$ cat src/rtl/span_pkg.sv
// Shared definitions for the SPAN margin pipeline stages: default widths,
// the total-stage state encoding and a saturating adder.
package span_pkg;

  localparam int SPAN_CHARGE_W = 16;
  localparam int SPAN_TOTAL_W  = 24;

  typedef enum logic [1:0] {
    IDLE    = 2'd0,
    COLLECT = 2'd1,
    FINAL   = 2'd2,
    HOLD    = 2'd3
  } span_state_t;

  // Unsigned add that clamps at all-ones instead of wrapping.
  function automatic logic [SPAN_TOTAL_W-1:0] sat_add(
    input logic [SPAN_TOTAL_W-1:0] a,
    input logic [SPAN_TOTAL_W-1:0] b
  );
    logic [SPAN_TOTAL_W:0] s;
    s = {1'b0, a} + {1'b0, b};
    return s[SPAN_TOTAL_W] ? {SPAN_TOTAL_W{1'b1}} : s[SPAN_TOTAL_W-1:0];
  endfunction

endpackage

$ cat src/rtl/span_margin_total_if.sv
// Credit stream (in) and final margin result (out) handshakes of the
// SPAN total stage. The block itself sits on the slave side.
interface span_margin_total_if #(
  parameter int CHARGE_W = span_pkg::SPAN_CHARGE_W,
  parameter int TOTAL_W  = span_pkg::SPAN_TOTAL_W
);

  logic                credit_valid;
  logic [CHARGE_W-1:0] credit;
  logic                credit_ready;

  logic                total_valid;
  logic                total_ready;
  logic [TOTAL_W-1:0]  total;
  logic [TOTAL_W-1:0]  creditApplied;
  logic                floored;

  modport master (
    output credit_valid, credit, total_ready,
    input  credit_ready, total_valid, total, creditApplied, floored
  );

  modport slave (
    input  credit_valid, credit, total_ready,
    output credit_ready, total_valid, total, creditApplied, floored
  );

endinterface

$ cat src/rtl/span_margin_total.sv
// Final SPAN stage: base = scan risk + spread charge, minus the summed
// cross-commodity credits (never below zero), then raised to the
// short-option minimum. One result per portfolio via valid/ready.
module span_margin_total
  import span_pkg::*;
#(
  parameter int CHARGE_W = SPAN_CHARGE_W,
  parameter int TOTAL_W  = SPAN_TOTAL_W,
  parameter int MAX_LEGS = 8
) (
  input  logic               clk,
  input  logic               reset,
  input  logic               start,
  input  logic [TOTAL_W-1:0] scanRisk,
  input  logic [TOTAL_W-1:0] spreadCharge,
  input  logic [TOTAL_W-1:0] minCharge,
  input  logic [3:0]         numLegs,
  output logic               busy,
  span_margin_total_if.slave bus
);

  span_state_t state_reg, state_next;

  logic [TOTAL_W-1:0] base_reg, min_reg, sum_reg;
  logic [TOTAL_W-1:0] total_reg, applied_reg;
  logic               floored_reg;
  logic [3:0]         remaining_reg;

  logic [CHARGE_W-1:0] credit_in;
  logic [3:0]          legs_clamped;
  logic [TOTAL_W-1:0]  net;
  logic                credit_take;
  logic                ready_c, busy_c, valid_c;

  assign credit_in    = bus.credit;
  assign legs_clamped = (numLegs > 4'(MAX_LEGS)) ? 4'(MAX_LEGS) : numLegs;
  assign credit_take  = (state_reg == COLLECT) && bus.credit_valid;
  assign net          = (base_reg > sum_reg) ? (base_reg - sum_reg) : '0;

  // State register; reset abandons any portfolio in flight.
  always_ff @(posedge clk or negedge reset) begin
    if (!reset) state_reg <= IDLE;
    else        state_reg <= state_next;
  end

  // Next-state and handshake outputs, decoded from the current state.
  always_comb begin
    state_next = state_reg;
    ready_c    = 1'b0;
    busy_c     = 1'b1;
    valid_c    = 1'b0;
    case (state_reg)
      IDLE: begin
        busy_c = 1'b0;
        if (start) state_next = (legs_clamped == 4'd0) ? FINAL : COLLECT;
      end
      COLLECT: begin
        ready_c = 1'b1;
        if (credit_take && remaining_reg == 4'd1) state_next = FINAL;
      end
      FINAL: state_next = HOLD;
      HOLD: begin
        valid_c = 1'b1;
        if (bus.total_ready) state_next = IDLE;
      end
      default: state_next = IDLE;
    endcase
  end

  // Portfolio operands: latched on start, credits accumulated in COLLECT.
  always_ff @(posedge clk or negedge reset) begin
    if (!reset) begin
      base_reg      <= '0;
      min_reg       <= '0;
      sum_reg       <= '0;
      remaining_reg <= '0;
    end else if (state_reg == IDLE && start) begin
      base_reg      <= sat_add(scanRisk, spreadCharge);
      min_reg       <= minCharge;
      sum_reg       <= '0;
      remaining_reg <= legs_clamped;
    end else if (credit_take) begin
      sum_reg       <= sat_add(sum_reg, TOTAL_W'(credit_in));
      remaining_reg <= remaining_reg - 4'd1;
    end
  end

  // Result registers: written only in FINAL so they stay stable through
  // HOLD and afterwards until the next portfolio finishes.
  always_ff @(posedge clk or negedge reset) begin
    if (!reset) begin
      total_reg   <= '0;
      applied_reg <= '0;
      floored_reg <= 1'b0;
    end else if (state_reg == FINAL) begin
      total_reg   <= (net < min_reg) ? min_reg : net;
      floored_reg <= (net < min_reg);
      applied_reg <= (sum_reg < base_reg) ? sum_reg : base_reg;
    end
  end

  assign busy              = busy_c;
  assign bus.credit_ready  = ready_c;
  assign bus.total_valid   = valid_c;
  assign bus.total         = total_reg;
  assign bus.creditApplied = applied_reg;
  assign bus.floored       = floored_reg;

endmodule

$ cat src/flat_wrapper.sv
// flat-port wrapper written by rule: the top's interface ports become plain ports
module span_margin_total_flat import span_pkg::*;
#(
  parameter int CHARGE_W = SPAN_CHARGE_W,
  parameter int TOTAL_W  = SPAN_TOTAL_W,
  parameter int MAX_LEGS = 8
)
  (clk, reset, start, scanRisk, spreadCharge, minCharge, numLegs, busy, bus_credit_valid, bus_credit, bus_total_ready, bus_credit_ready, bus_total_valid, bus_total, bus_creditApplied, bus_floored);
  span_margin_total_if #(.CHARGE_W(CHARGE_W), .TOTAL_W(TOTAL_W)) bus_i ();
  input  logic clk;
  input  logic reset;
  input  logic start;
  input  logic [TOTAL_W-1:0] scanRisk;
  input  logic [TOTAL_W-1:0] spreadCharge;
  input  logic [TOTAL_W-1:0] minCharge;
  input  logic [3:0] numLegs;
  output logic busy;
  input wire logic [$bits(bus_i.credit_valid)-1:0] bus_credit_valid;
  input wire logic [$bits(bus_i.credit)-1:0] bus_credit;
  input wire logic [$bits(bus_i.total_ready)-1:0] bus_total_ready;
  output wire logic [$bits(bus_i.credit_ready)-1:0] bus_credit_ready;
  output wire logic [$bits(bus_i.total_valid)-1:0] bus_total_valid;
  output wire logic [$bits(bus_i.total)-1:0] bus_total;
  output wire logic [$bits(bus_i.creditApplied)-1:0] bus_creditApplied;
  output wire logic [$bits(bus_i.floored)-1:0] bus_floored;
  assign bus_i.credit_valid = bus_credit_valid;
  assign bus_i.credit = bus_credit;
  assign bus_i.total_ready = bus_total_ready;
  assign bus_credit_ready = bus_i.credit_ready;
  assign bus_total_valid = bus_i.total_valid;
  assign bus_total = bus_i.total;
  assign bus_creditApplied = bus_i.creditApplied;
  assign bus_floored = bus_i.floored;
  span_margin_total #(.CHARGE_W(CHARGE_W), .TOTAL_W(TOTAL_W), .MAX_LEGS(MAX_LEGS)) u_core (.clk(clk), .reset(reset), .start(start), .scanRisk(scanRisk), .spreadCharge(spreadCharge), .minCharge(minCharge), .numLegs(numLegs), .busy(busy), .bus(bus_i));
endmodule
$ cat config.mk
export PLATFORM = sky130hd
export DESIGN_NAME = span_margin_total_flat
export DESIGN_NICKNAME = d
export VERILOG_FILES = /design/src/rtl/span_pkg.sv /design/src/rtl/span_margin_total_if.sv /design/src/rtl/span_margin_total.sv /design/src/flat_wrapper.sv
export SDC_FILE = /design/constraint.sdc
export NUM_CORES = 1
export LEC_CHECK = 0
export ABC_AREA = 1
export CAP_MARGIN = 20
export CORE_MARGIN = 4
export CORE_UTILIZATION = 56
export DETAILED_ROUTE_END_ITERATION = 8
export MAX_ROUTING_LAYER = met4
export PLACE_DENSITY = 0.89
export SLEW_MARGIN = 10
export SYNTH_ARGS = -nofsm -noshare
export SYNTH_HDL_FRONTEND = slang
export SYNTH_SLANG_ARGS = --single-unit
$ cat constraint.sdc
create_clock -name clk -period 5.2 [get_ports clk]
set_input_delay 1.04 -clock clk [delete_from_list [all_inputs] [get_ports clk]]
set_output_delay 1.04 -clock clk [all_outputs]
set_load 0.02 [all_outputs]
==> flow_summary.toml <==
[detailed_routing]
first_pass_iters = 6
vias_per_cell = 5.89
antenna_left = 0
via_count = 9765
routed_wl_um = 29300
wl_per_cell_um = 17.7
drt-initial-drc-count = 813
drcViolationCount = 0

[logic_synthesis]
async_flop_share = 1.00
avgSynthCellArea_um2 = 7.59
synth_top_family_by_area = "simple AND/OR/NAND/NOR gates"
netlist_area_mm2 = 0.00977
synth_top_cell_area_share = 0.325
synthMuxAreaShare = 0
synth_cell_type_count = 52
yosysSeqAreaShare = 0.325
ys_ff_latch = 127
synth_nets = 1482
synth_fa_ha_area_frac = 0.126
yosysTopAreaCell = "dfrtp_1"
netlist_top_cells_count = "252 x nand2_1, 179 x o21ai_0, 143 x inv_1"
synth.most_common_cell = "nand2_1"
synth-xor-area-share = 0.0430
syn_inst = 1288
synthSimpleGateAreaFrac = 0.242
ys.flop_type = "dfrtp_1"
synth_edf_count = 0
synth_compound_area_frac = 0.185
synth.area.top_cells = "dfrtp_1 33%, ha_1 12%, nand2_1 9.7%"
synth.yosys.warnings = 0

[worst_setup_path]
r2r_cells = 24
cp_common_cell = "nand2_1"
required_ps = 5500
cpMaxStageDelayCell = "a211oi_2"
endpoint = "u_core.bus.total[2]$_DFFE_PN0P_"
critPathMaxFanout = 25
worstSetupPathDepth = 24
rr_endpoint = "u_core.bus.total[2]$_DFFE_PN0P_"
crit_arrival_ps = 4790
worst-path-buf-inv = 4
startpoint_type = "flip-flop"
path_delay_family = "compound AO/OA/AOI/OAI gates"
cpPeakStageDelay_ps = 480
path_cells = "inv_1, ha_1, nand2_1, inv_1, nand3_2, nor2_1, nand2_1, nand3_2, nand2_1, inv_2, o21ai_0, a21oi_1, ha_1, a21oi_1, o21ai_1, nand3_1, nand2_1, nand2_1, a21oi_1, a211oi_2, buf_12, nand2_8, nand3_1, nand3_1"
reg2reg_slack_ps = 710
endpoint_kind = "flip-flop"
crit_path_start = "u_core.sum_reg[18]$_DFFE_PN0P_"
r2r-start = "u_core.sum_reg[18]$_DFFE_PN0P_"
critPathKind = "flip-flop to flip-flop"

[finish]
final_cells = 1657
nets = 1613
drive_above_1_share = 0.0761
syn_to_final_growth_pct = 23.5
n_fill_cell = 1350
diodes = 0

[sta]
worst_pin_slew_ps = 992
min_period_ps = 4490
hold_viol = 0
rsz0062_at_grt = "false"
fin_worst_skew_ps = 7.51
finalSetupViolCount = 0
fmax_mhz = 223
slew_violations = 0
finalSetupTns_ps = 0
finalCritPeriodShare = 0.863
slew_headroom = 0.338

[floorplan]
io_pins = 149
initial_core_util = 0.569
rows = 48
die_area_mm2 = 0.0196
coreArea_mm2 = 0.0172
die_h_um = 140
die_width_um = 140

[min_path]
hold_path.class = "flip-flop to flip-flop"

[placement]
post-dp-hpwl_um = 21600
port_buffers = 148
placed_cells = 1625
gp_congestion = 1.03

[cts]
clk_pin_slew_ps = 60
cts_resized = 0
cts_tree = "built"
clk-insertion-delay-late_ps = 440
root_buffer = "clkbuf_16"
cts.path.max_buffers = 2
hold_buffers = 0
cts_buffers = 17
cts_sinks = 127
postCtsSetupRepairBufs = 0
htreeDepth = 4

[power]
leakagePower_nw = 5.64
irDropWorstVdd_mv = 0.513
finalPower_w = 0.00826
swShare = 0.496
p_int_w = 0.00416
clkPwrFrac = 0.164
pwr-share-seq = 0.212
p_per_area_mw_per_mm2 = 684
comb_power_share = 0.625
power_switching_w = 0.00410

[run]
maxCapViolations = 0

[status]
status = "complete, no violations"

[grt]
grt_max_degree = 128
grt_overflow = 0
grt_first_pass_wirelength_um = 47800
antenna_found_initial = 0
track_usage = 0.307
grt_pass1_vias = 9720
-- power by group through the flow --
stage | combinational (W) | clock (W) | sequential, W
floorplan | 0.00349 | 0 | 0.00182
detailed placement | 0.00501 | 0 | 0.00174
global placement | 0.00487 | 0 | 0.00172
CTS | 0.00512 | 0.00135 | 0.00173
finish | 0.00516 | 0.00135 | 0.00175
global route | 0.00569 | 0.00139 | 0.00178
-- final cells by class --
cell class,count,area [µm²],share of cell area
Inverter,147,552,0.0457
Tap cell,225,282,0.0233
Clock inverter,13,210,0.0174
Timing Repair Buffer,155,1560,0.129
Sequential cell,127,3180,0.263
Multi-Input combinational cell,971,5840,0.484
Clock buffer,19,453,0.0375
-- kinds of logic (layout without fill, tap and decap cells) --
family	Yosys count	in the layout
compound gates	331	331
xor+xnor	48	48
buf+inv	190	334
fa+ha+maj	97	97
simple gates	495	495
flops	127	127
-- metal layers --
metal  wire length (µm)  share of wire  GRT usage
met2              14100           0.48      0.511
met4               1240          0.042      0.134
met1              11600           0.40      0.371
met3               2360          0.080     0.0468
met5                  0              0          -
-- metrics by stage --
step                      hold slack (ps)  setup slack [ps]  cell area, µm²  utilization
after floorplan                       469              1590            9770            -
after global placement                465               834           11400        0.664
after detailed placement              473               734           11400        0.664
after CTS                             487               801           12100        0.703
after global routing                  518               415           12100        0.703
final                                 484               713           12100        0.703
-- worst min path at each step --
stage                                                   from                                       end  slack (ps)  cells past startpoint
finish               u_core.bus.creditApplied[1]$_DFFE_PN0P_   u_core.bus.creditApplied[1]$_DFFE_PN0P_         480                      2
global route        u_core.bus.creditApplied[13]$_DFFE_PN0P_  u_core.bus.creditApplied[13]$_DFFE_PN0P_         520                      2
CTS                  u_core.bus.creditApplied[5]$_DFFE_PN0P_   u_core.bus.creditApplied[5]$_DFFE_PN0P_         490                      2
detailed placement   u_core.bus.creditApplied[5]$_DFFE_PN0P_   u_core.bus.creditApplied[5]$_DFFE_PN0P_         470                      2
global placement     u_core.bus.creditApplied[5]$_DFFE_PN0P_   u_core.bus.creditApplied[5]$_DFFE_PN0P_         470                      2
floorplan                    u_core.base_reg[18]$_DFFE_PN0P_           u_core.base_reg[18]$_DFFE_PN0P_         470                      2
-- worst min-delay path, stage by stage, from the launching register on --
cell and delay [ps]:
dfrtp_1 340, nand2_1 50, o21ai_0 60
-- layout by cell type (no fill, tap or decap), types with 6 or more instances in the layout --
master	n
a21o_1	8
a21oi_1	92
buf_4	6
clkbuf_16	17
clkdlybuf4s50_1	147
dfrtp_1	127
ha_1	93
inv_1	143
nand2_1	252
nand2_2	6
nand3_1	39
nand3_2	42
nand4_1	37
nor2_1	87
nor3_1	16
nor4_1	6
o21ai_0	179
o21ai_1	7
xnor2_1	21
xor2_1	27
Power figures use the tool's default switching activity.
